==> config.mk <==
export PLATFORM = sky130hd
export DESIGN_NAME = fetch_unit_flat
export DESIGN_NICKNAME = d
export VERILOG_FILES = /design/src/rtl/fetch_unit_if.sv /design/src/rtl/fetch_unit.sv /design/src/flat_wrapper.sv
export SDC_FILE = /design/constraint.sdc
export NUM_CORES = 1
export LEC_CHECK = 0
export BUFFER_PORTS_ARGS = -buffer_cell sky130_fd_sc_hd__buf_2
export CORE_MARGIN = 2
export CORE_UTILIZATION = 35
export CTS_CLUSTER_SIZE = 20
export DETAILED_ROUTE_END_ITERATION = 10
export PLACE_DENSITY = 0.72
export SLEW_MARGIN = 25
export SYNTH_ARGS = -nofsm -noshare
export SYNTH_HDL_FRONTEND = slang
export SYNTH_SLANG_ARGS = --single-unit
export TNS_END_PERCENT = 50
==> constraint.sdc <==
create_clock -name i_clk -period 3.4 [get_ports i_clk]
set_input_delay 0.51 -clock i_clk [delete_from_list [all_inputs] [get_ports i_clk]]
set_output_delay 0.51 -clock i_clk [all_outputs]
set_load 0.005 [all_outputs]
==> src/rtl/fetch_unit_if.sv <==
// Fetch-unit bus: hazard/redirect controls from decode, the instruction-memory
// address/stop/data path, and the instruction stream handed to decode.
interface fetch_unit_if;
    logic        i_stall;
    logic        i_redirect;
    logic [11:0] i_target;
    logic [11:0] o_pc;
    logic        o_mem_stop;
    logic [15:0] i_mem_instr;
    logic [15:0] o_instr;
    logic [11:0] o_instr_pc;
    logic        o_valid;
    logic        o_halted;

    // The fetch unit initiates memory reads, so it is the master side.
    modport master (
        input  i_stall, i_redirect, i_target, i_mem_instr,
        output o_pc, o_mem_stop, o_instr, o_instr_pc, o_valid, o_halted
    );

    modport slave (
        output i_stall, i_redirect, i_target, i_mem_instr,
        input  o_pc, o_mem_stop, o_instr, o_instr_pc, o_valid, o_halted
    );
endinterface

==> src/rtl/fetch_unit.sv <==
// Instruction-fetch initiator: drives the PC, realigns registered memory data with
// its PC, and handles stall/redirect. Define FETCH_HALT_EN to enable the HALT opcode.
module fetch_unit #(
    parameter logic [11:0] RESET_PC    = 12'h000,
    parameter logic [3:0]  HALT_OPCODE = 4'hF
) (
    input  logic          i_clk,
    input  logic          i_reset,
    fetch_unit_if.master  bus
);

`ifdef FETCH_HALT_EN
    localparam logic HALT_EN = 1'b1;
`else
    localparam logic HALT_EN = 1'b0;
`endif

    localparam logic [0:0] ST_RUN  = 1'b0;
    localparam logic [0:0] ST_HALT = 1'b1;

    logic [11:0] pc_reg;
    logic [11:0] fpc_reg;
    logic        valid_reg;
    logic [0:0]  state;
    logic        halt_hit;

    assign bus.o_pc       = pc_reg;
    assign bus.o_instr    = bus.i_mem_instr;
    assign bus.o_instr_pc = fpc_reg;
    assign bus.o_valid    = valid_reg && (state == ST_RUN);
    assign bus.o_halted   = HALT_EN && (state == ST_HALT);

    assign halt_hit = HALT_EN && bus.o_valid && (bus.i_mem_instr[15:12] == HALT_OPCODE);

    // A redirect must let the memory advance even while stalled or halted, so the
    // target's data follows one edge behind the new PC.
    assign bus.o_mem_stop = !bus.i_redirect
                            && (bus.i_stall || (state == ST_HALT) || halt_hit);

    // NOTE: state uses non-blocking assignments so every register samples the
    // pre-edge values; the reset branch is asynchronous and needs no clock.
    always_ff @(posedge i_clk or negedge i_reset) begin
        if (!i_reset) begin
            pc_reg    <= RESET_PC;
            fpc_reg   <= RESET_PC;
            valid_reg <= 1'b0;
            state     <= ST_RUN;
        end else if (bus.i_redirect) begin
            pc_reg    <= bus.i_target;
            valid_reg <= 1'b0;
            state     <= ST_RUN;
        end else if (state == ST_HALT || bus.i_stall) begin
            pc_reg    <= pc_reg;
        end else if (halt_hit) begin
            state     <= ST_HALT;
            valid_reg <= 1'b0;
        end else begin
            fpc_reg   <= pc_reg;
            pc_reg    <= pc_reg + 12'd1;
            valid_reg <= 1'b1;
        end
    end

endmodule
==> src/flat_wrapper.sv <==
// flat-port wrapper written by rule: the top's interface ports become plain ports
module fetch_unit_flat 
#(
    parameter logic [11:0] RESET_PC    = 12'h000,
    parameter logic [3:0]  HALT_OPCODE = 4'hF
)
  (i_clk, i_reset, bus_i_stall, bus_i_redirect, bus_i_target, bus_i_mem_instr, bus_o_pc, bus_o_mem_stop, bus_o_instr, bus_o_instr_pc, bus_o_valid, bus_o_halted);
  fetch_unit_if bus_i ();
  input  logic i_clk;
  input  logic i_reset;
  input wire logic [$bits(bus_i.i_stall)-1:0] bus_i_stall;
  input wire logic [$bits(bus_i.i_redirect)-1:0] bus_i_redirect;
  input wire logic [$bits(bus_i.i_target)-1:0] bus_i_target;
  input wire logic [$bits(bus_i.i_mem_instr)-1:0] bus_i_mem_instr;
  output wire logic [$bits(bus_i.o_pc)-1:0] bus_o_pc;
  output wire logic [$bits(bus_i.o_mem_stop)-1:0] bus_o_mem_stop;
  output wire logic [$bits(bus_i.o_instr)-1:0] bus_o_instr;
  output wire logic [$bits(bus_i.o_instr_pc)-1:0] bus_o_instr_pc;
  output wire logic [$bits(bus_i.o_valid)-1:0] bus_o_valid;
  output wire logic [$bits(bus_i.o_halted)-1:0] bus_o_halted;
  assign bus_i.i_stall = bus_i_stall;
  assign bus_i.i_redirect = bus_i_redirect;
  assign bus_i.i_target = bus_i_target;
  assign bus_i.i_mem_instr = bus_i_mem_instr;
  assign bus_o_pc = bus_i.o_pc;
  assign bus_o_mem_stop = bus_i.o_mem_stop;
  assign bus_o_instr = bus_i.o_instr;
  assign bus_o_instr_pc = bus_i.o_instr_pc;
  assign bus_o_valid = bus_i.o_valid;
  assign bus_o_halted = bus_i.o_halted;
  fetch_unit #(.RESET_PC(RESET_PC), .HALT_OPCODE(HALT_OPCODE)) u_core (.i_clk(i_clk), .i_reset(i_reset), .bus(bus_i));
endmodule
==> flow_summary.yaml, run 1 <==
run_status:
  status: "complete, no violations"
timing:
  setup_ws_ps: 1799
  period_share_pct: 47.07
  setup_viol: 0
  fin_skew_ps: 1.281
  relSlewSlack_pct: 63.54
  maxSlewViolCount: 0
  hold_violations: 0
  fin_crit_ps: 1601
  rsz0062_at_grt: "false"
  worstMarginPinSlew_ps: 546.8
  fmax_mhz: 624.8
  setup_tns_ps: 0
setup_path:
  crit_path_end_kind: "flip-flop"
  cp_max_fo: 26
  worstReg2RegStart: "u_core.bus.o_pc[0]$_DFFE_PN0N_"
  worstReg2RegEnd: "u_core.bus.o_pc[6]$_DFFE_PN0N_"
  r2r_slack_ps: 1850
  crit_type: "in -> reg"
  crit_required_ps: 3550
  cp-start-kind: "input port"
  cp.arrival_ps: 1750
  r2r_cells: 4
floorplan:
  core_um2: 3689
  start_util_pct: 36.60
  die-area_um2: 4370
  die_y_um: 66.11
  pin_count: 75
  die_x_um: 66.11
  core.rowCount: 22
synth:
  synth.area.top_cells: "dfrtp_1, mux2_2, buf_4, nand2_1, or4_1"
  synth_common_cells: "dfrtp_1, buf_4, mux2_2"
  synth_edf_count: 0
  avgSynthCellArea_um2: 10.71
  synth_seq_cells: 25
  syn_inst: 126
  yosysWarnings: 0
  ys_types: 37
  async_flop_share_pct: 100.0
  synth_area_um2: 1350
  yosysMostFrequentCell: "dfrtp_1"
  synth-main-ff-cell: "dfrtp_1"
  yosys.area.top_type: "dfrtp_1"
  synth_nets: 159
  yosys.area.top_type_share_pct: 46.34
  ys_seq_area_share_pct: 46.34
power_and_ir_drop:
  ir_drop_uv: 240.0
  power_density_nw_per_um2: 470.7
  power_leakage_nw: 0.6944
  p_total_uw: 708.4
placement:
  dpl-instance-area_um2: 1460
  dp.final_hpwl_um: 2122
  place.gp.congestion: 0.8313
  port_buffers: 41
  dpl_worst_slack_ps: 1491
min_path:
  holdCritPathClass: "in -> async"
global_route:
  grt_max_degree: 27
  grtUsageTotal_pct: 14.08
  grt_pass1_wl_um: 4643
  grt.overflow.total: 0
  antenna_found_initial: 0
  grt_pass1_vias: 938
clock_network:
  cts_max_path_buffers: 2
  cts_tree: "yes"
  cts_setup_buffers: 0
  cts_buffers: 3
  cts_resized: 0
  cts-root-buf: "clkbuf_8"
  htreeDepth: 1
  clock_latency_ps: 260
  holdBufCountCts: 0
  clkSinkCount: 25
  clk_pin_slew_ps: 80
final_layout:
  final_area_um2: 1505
  fin_util_pct: 40.81
  antenna_cells: 0
  nNetsFinal: 184
  syn_to_final_growth_pct: 11.49
  drive_above_1_share_pct: 39.33
detailed_routing:
  drc_errors: 0
  route.vias.total: 1024
  drt_iter0_markers: 97
  vias_per_cell: 5.172
  drtPass1Iterations: 4
  wire_per_inst_um: 14.37
  wl_um: 2845
  postRouteAntennaNets: 0
flow_run:
  maxCapViolCount: 0
==> through the flow <==
step	hold slack, ps	instances
after floorplan	214.4	126
after CTS	238.6	198
after global routing	264.3	198
final	220.4	198
after global placement	491.9	194
after detailed placement	495.4	194
==> report_power, final <==
part	switching, mW	internal, mW	total, mW	leakage, nW
clock	0.0896	0.0837	0.173	0.0228
combinational	0.0682	0.0818	0.150	0.376
sequential	0.0431	0.342	0.385	0.296
total	0.201	0.508	0.708	0.694
==> logic make-up after synthesis <==
| group | after synthesis | synth area share (%) |
|---|---|---|
| DFF | 25 | 46.34 |
| muxes | 13 | 10.75 |
| xor gates and xnor gates | 4 | 2.595 |
| AOI/OAI and AO/OA | 18 | 9.082 |
| and+or+nand+nor | 37 | 16.59 |
| other | 1 | 0.2778 |
| buffers and inverters | 27 | 13.44 |
| adders and majority gates | 1 | 0.9266 |
==> how the worst max path moves through the flow <==
stage / from / end / slack [ps] / cells past startpoint
finish: bus_i_redirect / u_core.bus.o_instr_pc[8]$_DFFE_PN0P_ / 1800 / 4
global placement: bus_i_redirect / u_core.bus.o_instr_pc[7]$_DFFE_PN0P_ / 1560 / 4
floorplan: bus_i_stall / u_core.bus.o_pc[10]$_DFFE_PN0N_ / 1830 / 5
detailed placement: bus_i_redirect / u_core.bus.o_instr_pc[8]$_DFFE_PN0P_ / 1490 / 4
CTS: bus_i_redirect / u_core.bus.o_instr_pc[8]$_DFFE_PN0P_ / 1780 / 4
global route: bus_i_redirect / u_core.bus.o_instr_pc[8]$_DFFE_PN0P_ / 1720 / 4
==> critical path, stage by stage <==
cell and delay, ps:
buf_2 230, nor2_1 420, buf_4 250, mux2_2 340
==> cell usage in the layout, fill, tap and decap left out, types with 2 or more instances in the layout <==
cell type / count
buf_2: 41
dfrtp_1: 25
mux2_2: 12
nand2_1: 10
o21ai_0: 6
inv_1: 5
or4_1: 5
nor2_1: 5
nand3_1: 3
xor2_1: 3
clkbuf_8: 3
nor2b_1: 2
o211ai_1: 2
nand4b_1: 2
nand4_1: 2
o31ai_1: 2
a31oi_1: 2
==> area by class of cell <==
| type | count | area, µm² |
|---|---|---|
| fillers | 384 | 2183 |
| flip-flops and latches | 25 | 625.6 |
| multi-input cells | 74 | 543.0 |
| repair buffers | 42 | 212.7 |
| well taps | 48 | 60.06 |
| clock buffers | 4 | 45.04 |
| inverters | 5 | 18.77 |
==> metal layers <==
layer / up-vias / wire length, µm / global-route usage, %
met4: 0 / 66 / 5.102
met3: 16 / 291 / 4.600
met1: 484 / 1223 / 18.90
met5: - / 0 / 0
met2: 46 / 1263 / 21.13
li1: 478 / - / -
No activity file was read; power rests on OpenSTA's default activity.
==> run 2: changes to the inputs <==
--- a/config.mk
+++ b/config.mk
@@ -10,7 +10,7 @@
 export CORE_UTILIZATION = 35
 export CTS_CLUSTER_SIZE = 20
 export DETAILED_ROUTE_END_ITERATION = 10
-export PLACE_DENSITY = 0.72
+export PLACE_DENSITY = 0.74
 export SLEW_MARGIN = 25
 export SYNTH_ARGS = -nofsm -noshare
 export SYNTH_HDL_FRONTEND = slang
==> constraint.sdc (replaced) <==
create_clock -name i_clk -period 1.35 [get_ports i_clk]
set_input_delay 0.2025 -clock i_clk [delete_from_list [all_inputs] [get_ports i_clk]]
set_output_delay 0.2025 -clock i_clk [all_outputs]
set_load 0.005 [all_outputs]
==> run 2 against run 1 <==
The flow now finishes with violations (negative setup slack). Total power rose to 2.7 times the previous value. Sequential share of layout area fell by 5.7 points. Sequential power rose by 140%. Register-to-register slack got worse by 1900 ps. Count of clock-buffer cells in the layout did not move. Critical endpoint is now u_core.bus.o_pc[7]$_DFFE_PN0N_.
==> flow_summary.yaml, run 2 (synthesis gave the netlist of run 1 again) <==
final_layout:
  final_cell_mix: "buf_2, buf_4, dfrtp_1"
  multi_input_area_um2: 574.3
  antenna_cells: 0
  fill_cells: 361
  drive_above_1_share_pct: 53.07
  final_common_cell: "buf_2"
  syn_to_final_growth_pct: 29.84
  seq_area_um2: 629.4
  nNetsFinal: 213
floorplan:
  start_util_pct: 36.60
  die-area_um2: 4370
  core.rowCount: 22
  core_um2: 3689
  die_x_um: 66.11
  die_y_um: 66.11
  pin_count: 75
flow_run:
  maxCapViolCount: 0
detailed_routing:
  route.vias.total: 1141
  drc_errors: 0
  vias_per_cell: 5.026
  drt_iter0_markers: 44
  wire_per_inst_um: 14.73
  postRouteAntennaNets: 0
  drtPass1Iterations: 4
  wl_um: 3343
run_status:
  violations: "negative setup slack"
  status: "finished with violations"
global_route:
  grtUsageTotal_pct: 15.08
  antenna_found_initial: 0
  grt_pass1_wl_um: 5016
  grt_pass1_vias: 1069
  grt.overflow.total: 0
  grt_max_degree: 26
timing:
  period_share_pct: 101.2
  setup_viol: 3
  hold_violations: 0
  fin_skew_ps: 4.044
  relSlewSlack_pct: 63.33
  setup_tns_ps: -36.84
  worstMarginPinSlew_ps: 550.1
  maxSlewViolCount: 0
  fin_crit_ps: 1366
  rsz0062_at_grt: "true"
  setup_ws_ps: -16.46
  fmax_mhz: 731.8
setup_path:
  crit_required_ps: 1500
  crit_path_end_kind: "flip-flop"
  cp_max_fo: 4
  cp-start-kind: "flip-flop"
  cp.arrival_ps: 1520
  r2r_cells: 5
  crit_type: "reg -> reg"
clock_network:
  htreeDepth: 1
  cts-root-buf: "clkbuf_8"
  cts_tree: "yes"
  clock_latency_ps: 260
  cts_max_path_buffers: 2
  clk_pin_slew_ps: 80
  cts_buffers: 3
  clkSinkCount: 25
power_and_ir_drop:
  power_density_nw_per_um2: 1084
  p_total_mw: 1.901
  ir_drop_uv: 551.3
  power_leakage_nw: 0.8377
placement:
  port_buffers: 41
  place.gp.congestion: 0.8378
  dp.final_hpwl_um: 2376
  dpl_worst_slack_ps: -10.67
min_path:
  holdCritPathClass: "in -> reg"
  min_delay_path_depth: 3
==> run 2: final timing paths <==
path / slack [ps] / from / to
hold / removal: 150 / bus_i_target[3] / u_core.bus.o_pc[3]$_DFFE_PN0N_
min in group asynchronous: 450 / i_reset / u_core.bus.o_instr_pc[6]$_DFFE_PN0P_
hold reg to reg: 510 / u_core.bus.o_instr_pc[11]$_DFFE_PN0P_ / u_core.bus.o_instr_pc[11]$_DFFE_PN0P_
setup / recovery: -20 / u_core.bus.o_pc[5]$_DFFE_PN0N_ / u_core.bus.o_pc[7]$_DFFE_PN0N_
setup reg to reg: -20 / u_core.bus.o_pc[5]$_DFFE_PN0N_ / u_core.bus.o_pc[7]$_DFFE_PN0N_
max in group asynchronous: 500 / i_reset / u_core.bus.o_pc[2]$_DFFE_PN0N_
==> run 2: layer usage <==
layer	routed length [µm]	up-vias	global-route usage [%]
met5	0	-	0
met4	23	0	3.316
met3	347	4	5.451
met2	1563	55	25.25
met1	1408	541	18.57
li1	-	541	-
==> run 2: area by class of cell <==
| type | count | area share (%) |
|---|---|---|
| repair buffers | 70 | 24.27 |
| multi-input cells | 75 | 32.76 |
| well taps | 48 | 3.426 |
| inverters | 5 | 1.071 |
| flip-flops and latches | 25 | 35.90 |
| clock buffers | 4 | 2.570 |
==> run 2: critical path: stages (launching register included) <==
cell	delay, ps
dfrtp_1	380
buf_4	130
buf_4	110
nand2_1	60
o311a_1	290
a221o_1	270
==> run 2: per-stage QoR <==
step                      utilization (%)  area [µm²]  hold slack (ps)  cells
after floorplan                         -        1355           -93.09    126
after global placement              43.79        1615            221.1    214
after detailed placement            43.79        1615            219.8    214
after CTS                           46.10        1700            141.3    223
after global routing                47.52        1753            151.2    227
final                               47.52        1753            146.5    227
==> run 2: what timing repair did <==
item / in CTS / in global routing
hold endpoints to repair: 25 / 0
gates cloned: 0 / 1
pin swaps: 4 / 4
gates resized for setup: 0 / 6
setup buffers: 4 / 3
endpoints found under the setup margin: 4 / 7
hold buffers: 1 / 0
==> run 2: where the power goes <==
group	internal, mW	switching [mW]
clock	0.211	0.223
sequential	0.864	0.0735
combinational	0.294	0.236
==> run 3: changes to the inputs <==
--- a/config.mk
+++ b/config.mk
@@ -11,6 +11,7 @@
 export CTS_CLUSTER_SIZE = 20
 export DETAILED_ROUTE_END_ITERATION = 10
 export PLACE_DENSITY = 0.74
+export REMOVE_ABC_BUFFERS = 1
 export SLEW_MARGIN = 25
 export SYNTH_ARGS = -nofsm -noshare
 export SYNTH_HDL_FRONTEND = slang
==> run 3 against run 2 <==
The flow now finishes without violations. Sequential share of layout area rose by 0.93 points. Global-route usage is 0.23 points lower. Clock skew about the same. Final cell count down 2.6%. Via count decreased by 1.9%. Critical endpoint is now u_core.bus.o_pc[10]$_DFFE_PN0N_.
==> flow_summary.yaml, run 3 (synthesis gave the netlist of run 1 again) <==
placement:
  port_buffers: 41
  dpl_worst_slack_ps: -29.84
  place.gp.congestion: 0.8145
  dp.final_hpwl_um: 2325
  dpl-instance-area_um2: 1595
setup_path:
  crit_path_end_kind: "flip-flop"
  crit_type: "reg -> reg"
  worstReg2RegEnd: "u_core.bus.o_pc[10]$_DFFE_PN0N_"
  cp.arrival_ps: 1540
  r2r_cells: 3
  cp-start-kind: "flip-flop"
  worstReg2RegStart: "u_core.bus.o_pc[10]$_DFFE_PN0N_"
  r2r_slack_ps: 20
  cp_max_fo: 2
  crit_required_ps: 1560
detailed_routing:
  route.vias.total: 1119
  drt_iter0_markers: 22
  drtPass1Iterations: 4
  postRouteAntennaNets: 0
  wl_um: 3257
  wire_per_inst_um: 14.74
  drc_errors: 0
  vias_per_cell: 5.063
global_route:
  grt.overflow.total: 0
  grtUsageTotal_pct: 14.85
  antenna_found_initial: 0
  grt_max_degree: 26
  grt_pass1_wl_um: 4892
  grt_pass1_vias: 1008
timing:
  period_share_pct: 98.61
  maxSlewViolCount: 0
  hold_violations: 0
  fmax_mhz: 751.2
  worstMarginPinSlew_ps: 564.8
  fin_crit_ps: 1331
  rsz0062_at_grt: "true"
  fin_skew_ps: 3.775
  setup_viol: 0
  setup_ws_ps: 18.81
  setup_tns_ps: 0
  relSlewSlack_pct: 62.34
clock_network:
  cts-root-buf: "clkbuf_8"
  clk_pin_slew_ps: 80
  cts_tree: "yes"
  htreeDepth: 1
  cts_max_path_buffers: 2
  clock_latency_ps: 270
  clkSinkCount: 25
  cts_buffers: 3
min_path:
  holdCritPathClass: "in -> reg"
  min_delay_path_depth: 3
  hp-start: "bus_i_target[3]"
  hold_path_end: "u_core.bus.o_pc[3]$_DFFE_PN0N_"
final_layout:
  fill_cells: 383
  nNetsFinal: 207
  fin_util_pct: 46.51
  final_common_cell: "buf_2"
  multi_input_area_um2: 575.6
  drive_above_1_share_pct: 51.45
  final_cell_mix: "buf_2, buf_4, dfrtp_1"
  seq_area_um2: 631.9
  antenna_cells: 0
  syn_to_final_growth_pct: 27.06
  final_area_um2: 1715
floorplan:
  pin_count: 75
  core.rowCount: 22
  die-area_um2: 4370
  die_x_um: 66.11
  start_util_pct: 36.60
  die_y_um: 66.11
  core_um2: 3689
run_status:
  status: "complete, no violations"
flow_run:
  maxCapViolCount: 0
power_and_ir_drop:
  power_density_nw_per_um2: 1104
  ir_drop_uv: 586.9
  p_total_mw: 1.894
  power_leakage_nw: 0.8055
run 3: cell types whose count changed in the layout (fill, tap and decap cells not counted):
cell	change
dfrtp_1	-2
or4_4	-1
buf_4	-7
or4_1	+1
buf_6	+1
ha_4	+1
nand3_1	+1
ha_2	-1
dfrtp_2	+2
nand3_2	-1
run 3: repair_timing:
action	4_1_cts	5_1_grt
hold buffers	1	0
hold endpoints to repair	25	0
cloned	0	1
pin swaps	4	3
resized for setup	3	8
endpoints found under the setup margin	3	6
buffers inserted	0	3
run 3: power by group:
group          internal, mW  switching [mW]  total [mW]  leakage, nW
combinational         0.283           0.226       0.509        0.492
sequential            0.865          0.0762       0.941        0.290
clock                 0.211           0.232       0.444       0.0228
total                  1.36           0.534        1.89        0.806
run 3: layout make-up:
class                   count  share of cell area [%]
repair buffers             64                   22.39
multi-input cells          75                   33.55
clock buffers               4                   2.626
flip-flops and latches     25                   36.83
well taps                  48                   3.501
inverters                   5                   1.094
run 3: critical path: stages (launching register included):
cell and delay [ps]:
dfrtp_1 390, or3b_4 400, or4_1 410, nand3_1 80
run 3: worst max-delay path by stage:
stage	start	end
3_3_place_gp	u_core.bus.o_pc[0]$_DFFE_PN0N_	u_core.bus.o_pc[6]$_DFFE_PN0N_
4_1_cts	u_core.bus.o_pc[3]$_DFFE_PN0N_	u_core.bus.o_pc[9]$_DFFE_PN0N_
5_1_grt	u_core.bus.o_pc[5]$_DFFE_PN0N_	u_core.bus.o_pc[10]$_DFFE_PN0N_
3_5_place_dp	u_core.bus.o_pc[0]$_DFFE_PN0N_	u_core.bus.o_pc[6]$_DFFE_PN0N_
6_report	u_core.bus.o_pc[10]$_DFFE_PN0N_	u_core.bus.o_pc[10]$_DFFE_PN0N_
2_1_floorplan	u_core.bus.o_pc[0]$_DFFE_PN0N_	u_core.bus.o_pc[6]$_DFFE_PN0N_
run 3: metal layers:
layer / routed length, µm / vias up / global-route usage, %
li1: - / 532 / -
met4: 40 / 0 / 5.357
met3: 403 / 3 / 8.007
met5: 0 / - / 0
met2: 1482 / 60 / 22.75
met1: 1331 / 524 / 17.53
run 3: metrics by stage:
step | hold slack [ps] | instances
3_5_place_dp | 236.8 | 212
3_3_place_gp | 231.5 | 212
4_1_cts | 124.5 | 217
2_1_floorplan | -93.09 | 104
6_report | 131.3 | 221
5_1_grt | 139.0 | 221
